[src/rtl/spi_rom_master.sv]
// SPI ROM read master: sends an 8-bit address, then reads i_len bytes MSB first.
// Define SPI_MISO_SYNC_EN to put a 2-flop synchronizer on i_miso (requires CLK_DIV >= 8).
module spi_rom_master #(
    parameter int unsigned CLK_DIV = 8
) (
    input  logic       i_clk,
    input  logic       i_rst,
    input  logic       i_start,
    input  logic [7:0] i_addr,
    input  logic [3:0] i_len,
    input  logic       i_miso,
    output logic       o_sck,
    output logic       o_en_n,
    output logic       o_mosi,
    output logic [7:0] o_data,
    output logic       o_valid,
    output logic       o_busy,
    output logic       o_done
);

    typedef enum logic [2:0] {IDLE, SETUP, ADDR, TURN, DATA, HOLD, GAP} state_t;

    localparam logic [8:0] HALF_LAST = 9'(CLK_DIV - 1);
    localparam logic [8:0] TURN_LAST = 9'(2 * CLK_DIV - 1);

    state_t     state, state_d;
    logic [8:0] div_cnt, div_cnt_d;
    logic [2:0] bit_cnt, bit_cnt_d;
    logic [3:0] byte_cnt, byte_cnt_d;
    logic [3:0] len_r, len_d;
    logic [7:0] addr_sh, addr_sh_d;
    logic [7:0] rx_sh, rx_sh_d;
    logic [7:0] rx_byte;
    logic [7:0] data_d;
    logic       sck_d, en_n_d, mosi_d, valid_d, busy_d, done_d;
    logic       half_end;
    logic       miso_s;

`ifdef SPI_MISO_SYNC_EN
    logic [1:0] miso_sync;

    always_ff @(posedge i_clk) begin
        if (i_rst) miso_sync <= '0;
        else       miso_sync <= {miso_sync[0], i_miso};
    end

    assign miso_s = miso_sync[1];
`else
    assign miso_s = i_miso;
`endif

    assign half_end = (div_cnt == HALF_LAST);
    assign rx_byte  = {rx_sh[6:0], miso_s};

    always_comb begin
        state_d    = state;
        div_cnt_d  = div_cnt + 9'd1;
        bit_cnt_d  = bit_cnt;
        byte_cnt_d = byte_cnt;
        len_d      = len_r;
        addr_sh_d  = addr_sh;
        rx_sh_d    = rx_sh;
        sck_d      = o_sck;
        en_n_d     = o_en_n;
        mosi_d     = o_mosi;
        data_d     = o_data;
        valid_d    = 1'b0;
        busy_d     = 1'b1;
        done_d     = 1'b0;

        case (state)
            IDLE: begin
                div_cnt_d = '0;
                busy_d    = 1'b0;
                sck_d     = 1'b0;
                en_n_d    = 1'b1;
                mosi_d    = 1'b0;
                if (i_start) begin
                    state_d    = SETUP;
                    len_d      = i_len;
                    addr_sh_d  = i_addr;
                    en_n_d     = 1'b0;
                    mosi_d     = i_addr[7];
                    busy_d     = 1'b1;
                    bit_cnt_d  = '0;
                    byte_cnt_d = '0;
                end
            end
            SETUP: begin
                if (half_end) begin
                    state_d   = ADDR;
                    div_cnt_d = '0;
                end
            end
            ADDR, DATA: begin
                if (half_end) begin
                    div_cnt_d = '0;
                    if (!o_sck) begin
                        // End of low phase: rising SCK, and the MISO sample point
                        sck_d = 1'b1;
                        if (state == DATA) begin
                            rx_sh_d = rx_byte;
                            if (bit_cnt == 3'd7) begin
                                data_d  = rx_byte;
                                valid_d = 1'b1;
                            end
                        end
                    end else begin
                        sck_d = 1'b0;
                        if (bit_cnt == 3'd7) begin
                            bit_cnt_d = '0;
                            if (state == ADDR) begin
                                state_d = TURN;
                                mosi_d  = 1'b0;
                            end else if (byte_cnt + 4'd1 == len_r) begin
                                state_d = HOLD;
                            end else begin
                                byte_cnt_d = byte_cnt + 4'd1;
                            end
                        end else begin
                            bit_cnt_d = bit_cnt + 3'd1;
                            if (state == ADDR) begin
                                addr_sh_d = {addr_sh[6:0], 1'b0};
                                mosi_d    = addr_sh[6];
                            end
                        end
                    end
                end
            end
            TURN: begin
                if (div_cnt == TURN_LAST) begin
                    div_cnt_d = '0;
                    state_d   = (len_r != 4'd0) ? DATA : HOLD;
                end
            end
            HOLD: begin
                if (half_end) begin
                    div_cnt_d = '0;
                    state_d   = GAP;
                    en_n_d    = 1'b1;
                end
            end
            GAP: begin
                if (half_end) begin
                    div_cnt_d = '0;
                    state_d   = IDLE;
                    busy_d    = 1'b0;
                    done_d    = 1'b1;
                end
            end
            default: begin
                state_d = IDLE;
                busy_d  = 1'b0;
            end
        endcase
    end

    always_ff @(posedge i_clk) begin
        if (i_rst) begin
            state    <= IDLE;
            div_cnt  <= '0;
            bit_cnt  <= '0;
            byte_cnt <= '0;
            len_r    <= '0;
            addr_sh  <= '0;
            rx_sh    <= '0;
            o_sck    <= 1'b0;
            o_en_n   <= 1'b1;
            o_mosi   <= 1'b0;
            o_data   <= '0;
            o_valid  <= 1'b0;
            o_busy   <= 1'b0;
            o_done   <= 1'b0;
        end else begin
            state    <= state_d;
            div_cnt  <= div_cnt_d;
            bit_cnt  <= bit_cnt_d;
            byte_cnt <= byte_cnt_d;
            len_r    <= len_d;
            addr_sh  <= addr_sh_d;
            rx_sh    <= rx_sh_d;
            o_sck    <= sck_d;
            o_en_n   <= en_n_d;
            o_mosi   <= mosi_d;
            o_data   <= data_d;
            o_valid  <= valid_d;
            o_busy   <= busy_d;
            o_done   <= done_d;
        end
    end

endmodule

[config.mk]
export PLATFORM = sky130hd
export DESIGN_NAME = spi_rom_master
export DESIGN_NICKNAME = d
export VERILOG_FILES = /design/src/rtl/spi_rom_master.sv
export SDC_FILE = /design/constraint.sdc
export NUM_CORES = 1
export LEC_CHECK = 0
export BUFFER_PORTS_ARGS = -buffer_cell sky130_fd_sc_hd__buf_2
export CORE_AREA = 2 2 58 115
export CTS_CLUSTER_DIAMETER = 50
export CTS_CLUSTER_SIZE = 25
export DETAILED_ROUTE_END_ITERATION = 10
export DIE_AREA = 0 0 60 117
export HOLD_SLACK_MARGIN = 0.15
export PLACE_DENSITY_LB_ADDON = 0.12
export SETUP_SLACK_MARGIN = 0.1
export SYNTH_ARGS = -nofsm -noshare
export SYNTH_HDL_FRONTEND = slang
export SYNTH_SLANG_ARGS = --single-unit
[constraint.sdc]
create_clock -name i_clk -period 3 [get_ports i_clk]
set_clock_uncertainty 0.2 [all_clocks]
set_input_delay 0.3 -clock i_clk [delete_from_list [all_inputs] [get_ports i_clk]]
set_output_delay 0.3 -clock i_clk [all_outputs]
set_load 0.05 [all_outputs]
# After elaboration in Yosys (flattened, before gate mapping)
# Index checks and enable logic that the tools add are counted.
[word_totals]
register_bits = 51
word_cells = 115
in_bits = 16
output_inout_bits = 14
[op_classes]
n_addsub = 3
n_bitwise = 5
n_reduce_logical = 19
n_mux = 51
eq_ne = 23
[ops]
columns = ["op", "n"]
rows = [
  ["$mux W3", 14],
  ["$mux W7", 5],
  ["$pmux W9 S3", 1],
  ["$mux W4", 6],
  ["$ne A2 B2 Y1 const B", 12],
  ["$mux W9", 2],
  ["$pmux W3 S6", 1],
  ["$mux W1", 15],
  ["$reduce_or A5 Y1", 3],
  ["$pmux W7 S2", 1],
  ["$eq A3 B3 Y1 const B", 4],
  ["$reduce_and A4 Y1", 3],
  ["$add A9 B1 Y9 const B", 1],
  ["$eq A9 B3 Y1 const B", 1],
  ["$eq A9 B4 Y1 const B", 1],
  ["$reduce_and A9 Y1", 1],
  ["$pmux W4 S2", 1],
  ["$reduce_and A7 Y1", 1],
  ["$eq A3 B2 Y1 const B", 2],
  ["$pmux W1 S2", 3],
  ["$pmux W3 S2", 1],
  ["$reduce_and A2 Y1", 3],
  ["$reduce_and A6 Y1", 1],
  ["$not A1 Y1", 5],
  ["other kinds (11)", 13],
]

# Longest topological paths before layout
[logic_depth]
depth_word = 8
ltp_mapped = 8
mapped_depth_nobuf = 7

# Least setup slack after synthesis
# OpenSTA, ideal clock, no wires.
[synth_timing]
path_kind = "register to register"
start = "register o_sck"
end = "register o_data[0]"
period_less_slack_ps = 2362
path_buffers = 1
arrival_time_ps = 2034
required_ps = 2672
setup_slack_ps = 638
setup_time_ps = 128
path_stages_with_launch = 7
path_cell_list = "dfxtp_1 or4b_4 or4_1 buf_6 nor2_8 mux2i_1 nor2_1"
[synth_via]
elab_chain_len = 2
[synth_rtl]
columns = ["item", "line", "source"]
rows = [
  ["from (decl)", "12", "output logic o_sck,"],
  ["from (signal assigned)", "182", "o_sck <= sck_d;"],
  ["$not A1 Y1 (no line)", "--", ""],
  ["$reduce_and A5 Y1 (no line)", "--", ""],
  ["to (signal assigned)", "185", "o_data <= data_d;"],
  ["to (decl)", "15", "output logic [7:0] o_data,"],
]
# Every way passes these cells.
# A chain may end at the register's enable or synchronous reset.

# Worst setup path in the final report
[layout_timing]
start = "register state[0]"
end = "register o_mosi"
[layout_via]
elab_chain_len = 4
word_cells_on_any_way = 10
cone_classes = "5 x eq/ne; 1 x mux; 4 x reduce/logical"
[layout_rtl]
columns = ["item", "line", "source"]
rows = [
  ["from (decl)", "26", "state_t state, state_d;"],
  ["from (signal assigned)", "175", "state <= state_d;"],
  ["$eq A3 B3 Y1 / $eq A3 B2 Y1 (equally long branches)", "71, 112, 122", ""],
  ["$reduce_or A2 Y1", "71", "case (state)"],
  ["$ne A2 B2 Y1 (no line) / $reduce_bool A2 Y1 (equally long branches)", "--", ""],
  ["$reduce_and A4 Y1 (no line)", "--", ""],
  ["to (signal assigned)", "184", "o_mosi <= mosi_d;"],
  ["to (decl)", "14", "output logic o_mosi,"],
]
# Several ways; a longest one is shown, not always the timed one.

==> summary.txt <==
Outcome
  – Status: finished, final reports clean

Power and ir drop
  – P_sw: 309 uW
  – Reg power frac: 48.0%
  – Combinational share of power: 7.1%
  – Net Sw Frac: 21.1%
  – PD cells: 504 mW/mm2
  – Leak: 1.20 nW
  – Cell-internal power: 1.16 mW
  – Clock share of power: 44.9%
  – Worst vdd ir: 0.000302 V

Synth
  – #FFs+latches synth: 51
  – Sequential-to-total area share from yosys stat: 42.5%
  – Area of the mapped netlist: 0.00240 mm2
  – Syn avg cell area: 8.81 um2
  – Gate Count Post-Synth: 273
  – Synth cell types: 45
  – Synthesized Nets: 293
  – Number of flops mapped to enable cells by yosys: 0
  – Ys flop type: dfxtp_1
  – Async set-reset flop share out of synthesis: 0%
  – Synth Warn #: 0

Timing
  – Max-slew violations: 0
  – Worst slew margin: 47.6%
  – Slew @ Worst Pin: 0.785 ns
  – Tcrit/Tclk final: 86.0%
  – Setup TNS: 0 ns
  – Setup Viol. Count Final: 0
  – Max Clk Rate: 388 MHz
  – Min cycle time layout: 2.58 ns
  – Hold Violations, Final: 0
  – RSZ-0062 raised after global routing: no

Worst setup path
  – Reg2reg setup slack: 0.42 ns
  – Ordered cell list for the critical path: inv_1, nand2_1, nand3_1, dlygate4sd3_1, a311oi_1
  – Critical Path Fanout Max: 16
  – RR Endpoint: o_mosi
  – WP data required: 2.99 ns
  – Critical Path Sink Type: flip-flop
  – CP max stage delay: 0.65 ns
  – Crit path capture: o_mosi
  – CP max-delay cell: dfxtp_1
  – Reg2reg path depth: 5
  – CP Class: reg2reg
  – Crit path arrival time: 2.57 ns
  – Worst setup startpoint: state[0]
  – RR Startpoint: state[0]
  – Critical Path Start Type: flip-flop

Placed design
  – Port Buffers: 29
  – DP Cell Count: 373
  – DP HPWL: 3.42 mm
  – Routability-driven placement congestion ratio: 0.830

Clocking
  – CTS Hold Bufs: 14
  – Post-CTS Setup Bufs: 0
  – Clock-pin slew on the worst setup and hold paths: 0.06 ns
  – Clock buffer count from CTS: 5
  – Post-CTS sizing: 0
  – Clock Tree Buf Depth: 2
  – Clk sink count: 51
  – CTS tree: done
  – H-tree Lvls: 2
  – Clk root buf: clkbuf_16
  – Clock latency on the worst-skew pair: 0.29 ns

Flow run
  – MaxCap Viol Count: 0

Global routing
  – Largest net degree at the start of global routing: 45
  – Vias in the first global route: 1,859
  – Gr usage total: 15.3%
  – Global route total overflow: 0
  – Global-route wire length before repair: 8.38 mm
  – Initial antenna violation count: 0

Finish
  – Ant. Diodes: 0
  – Fin nets: 328
  – Layout Cells excl Fill: 395
  – Layout cell share with drive strength beyond 1: 14.6%
  – Area grow syn2layout: 21.1%
  – Filler instances: 620

Detailed routing
  – Drt pass-1 iters: 5
  – Drt wl/cell: 12.2 um
  – Number of remaining DRC errors: 0
  – WL final: 4.82 mm
  – 1st-iter DRT viols: 89
  – Vias/cell: 5.02
  – Routed Antenna Nets: 0
  – Via count: 1,983

Floorplanning
  – DIE WIDTH: 60 um
  – DIE HEIGHT: 117 um
  – # rows: 41
  – Area of the core: 0.00621 mm2
  – Starting Density: 38.7%
  – Top Ports: 30
  – Die area: 0.00702 mm2

Hold path
  – Worst min path class: reg2reg
## layer usage
| layer | up-vias | track usage, % | routed length (um) |
|---|---|---|---|
| met5 | - | 0 | 0 |
| met3 | 8 | 1.98 | 149 |
| met4 | 0 | 6.22 | 94 |
| met2 | 43 | 24.4 | 2230 |
| met1 | 901 | 20.4 | 2340 |
| li1 | 1031 | - | - |
## power by group through the flow
stage / combinational [mW] / clock (mW) / sequential, mW
global route: 0.116 / 0.716 / 0.707
finish: 0.104 / 0.659 / 0.706
floorplan: 0.0582 / 0 / 0.727
CTS: 0.105 / 0.684 / 0.705
global placement: 0.0899 / 0 / 0.720
detailed placement: 0.0910 / 0 / 0.721
## Yosys cell counts, types with 2 or more instances
| cell type | count | area (um2) |
|---|---|---|
| and2_1 | 2 | 12.5 |
| buf_6 | 2 | 22.5 |
| mux2i_1 | 23 | 230 |
| o21ai_0 | 7 | 35.0 |
| xor2_1 | 5 | 43.8 |
| nand3_1 | 14 | 70.1 |
| nor3_1 | 5 | 25.0 |
| o31ai_1 | 2 | 15.0 |
| inv_1 | 6 | 22.5 |
| a21oi_1 | 4 | 20.0 |
| xnor2_1 | 7 | 61.3 |
| nor4_1 | 5 | 31.3 |
| nor2_1 | 47 | 176 |
| a31oi_1 | 5 | 31.3 |
| a311oi_1 | 8 | 70.1 |
| clkbuf_1 | 14 | 52.6 |
| or3_1 | 4 | 25.0 |
| nand4_1 | 2 | 12.5 |
| ha_1 | 4 | 50.1 |
| nand2_1 | 25 | 93.8 |
| and3_1 | 4 | 25.0 |
| o211ai_1 | 3 | 22.5 |
| nand2b_1 | 2 | 12.5 |
| dfxtp_1 | 51 | 1020 |
| or4_1 | 2 | 15.0 |
## cells in the final DEF, fill, tap and decap left out, drive strengths merged, types with 2 or more instances in the layout
master	n
dfxtp	51
nor2	48
buf	32
nand2	25
mux2i	23
nand3	14
dlygate4sd3	14
a311oi	8
o21ai	7
xnor2	7
inv	7
nor4	6
clkbuf	6
xor2	5
a31oi	5
nor3	5
or3	4
and3	4
a21oi	4
ha	4
o211ai	3
and2	2
nand4	2
or4	2
o31ai	2
nand2b	2
a211oi	2
## state kept, by name (all words and copies together), names as in the netlist, 3 cells and up
register,count
addr_sh,7
state,3
div_cnt,9
rx_sh,7
o_data,8
len_r,4
byte_cnt,4
bit_cnt,3
## how the worst min path moves through the flow
stage	start	end	slack, ns	depth (start not counted)
after global routing	div_cnt[0]	div_cnt[0]	0.29	1
after floorplan	div_cnt[0]	div_cnt[0]	0.22	1
after detailed placement	div_cnt[0]	div_cnt[0]	0.24	1
after CTS	div_cnt[0]	div_cnt[0]	0.26	1
final	div_cnt[0]	div_cnt[0]	0.26	1
after global placement	div_cnt[0]	div_cnt[0]	0.23	1
## layout make-up
cell class	instances	area, um2	area share (%)
Sequential cell	51	1020	35.1
Clock buffer	6	139	4.77
Tap cell	86	108	3.69
Multi-Input combinational cell	198	1280	43.8
Inverter	6	22.5	0.773
Timing Repair Buffer	46	308	10.6
Clock inverter	2	38.8	1.33
## metrics by stage
step / power (mW) / instance area, um2 / hold slack, ns / setup slack [ns] / util, %
2_1_floorplan: 0.785 / 2400 / 0.218 / 0.638 / -
3_3_place_gp: 0.810 / 2590 / 0.231 / 0.605 / 41.8
3_5_place_dp: 0.812 / 2590 / 0.244 / 0.557 / 41.8
4_1_cts: 1.49 / 2910 / 0.260 / 0.452 / 46.9
5_1_grt: 1.54 / 2910 / 0.286 / 0.275 / 46.9
6_report: 1.47 / 2910 / 0.257 / 0.420 / 46.9
## kinds of logic (layout without fill, tap and decap cells)
family                   Yosys count  after routing  synth area share (%)
AO/OA/AOI/OAI                     37             37                  11.1
adder cells (fa/ha/maj)            5              5                  2.50
buffers and inverters             24             60                  4.47
AND/OR/NAND/NOR                  120            120                  24.6
flip-flops                        51             51                  42.5
XOR/XNOR                          13             13                  5.31
multiplexers                      23             23                  9.57
## critical path, delay by kind of cell (launching register included)
| kind | cells | cell delay (ns) |
|---|---|---|
| and+or+nand+nor | 2 | 0.54 |
| DFF | 1 | 0.65 |
| AOI/OAI and AO/OA | 1 | 0.25 |
| buffers and inverters | 2 | 0.84 |
(Power assumes the default switching activity.)
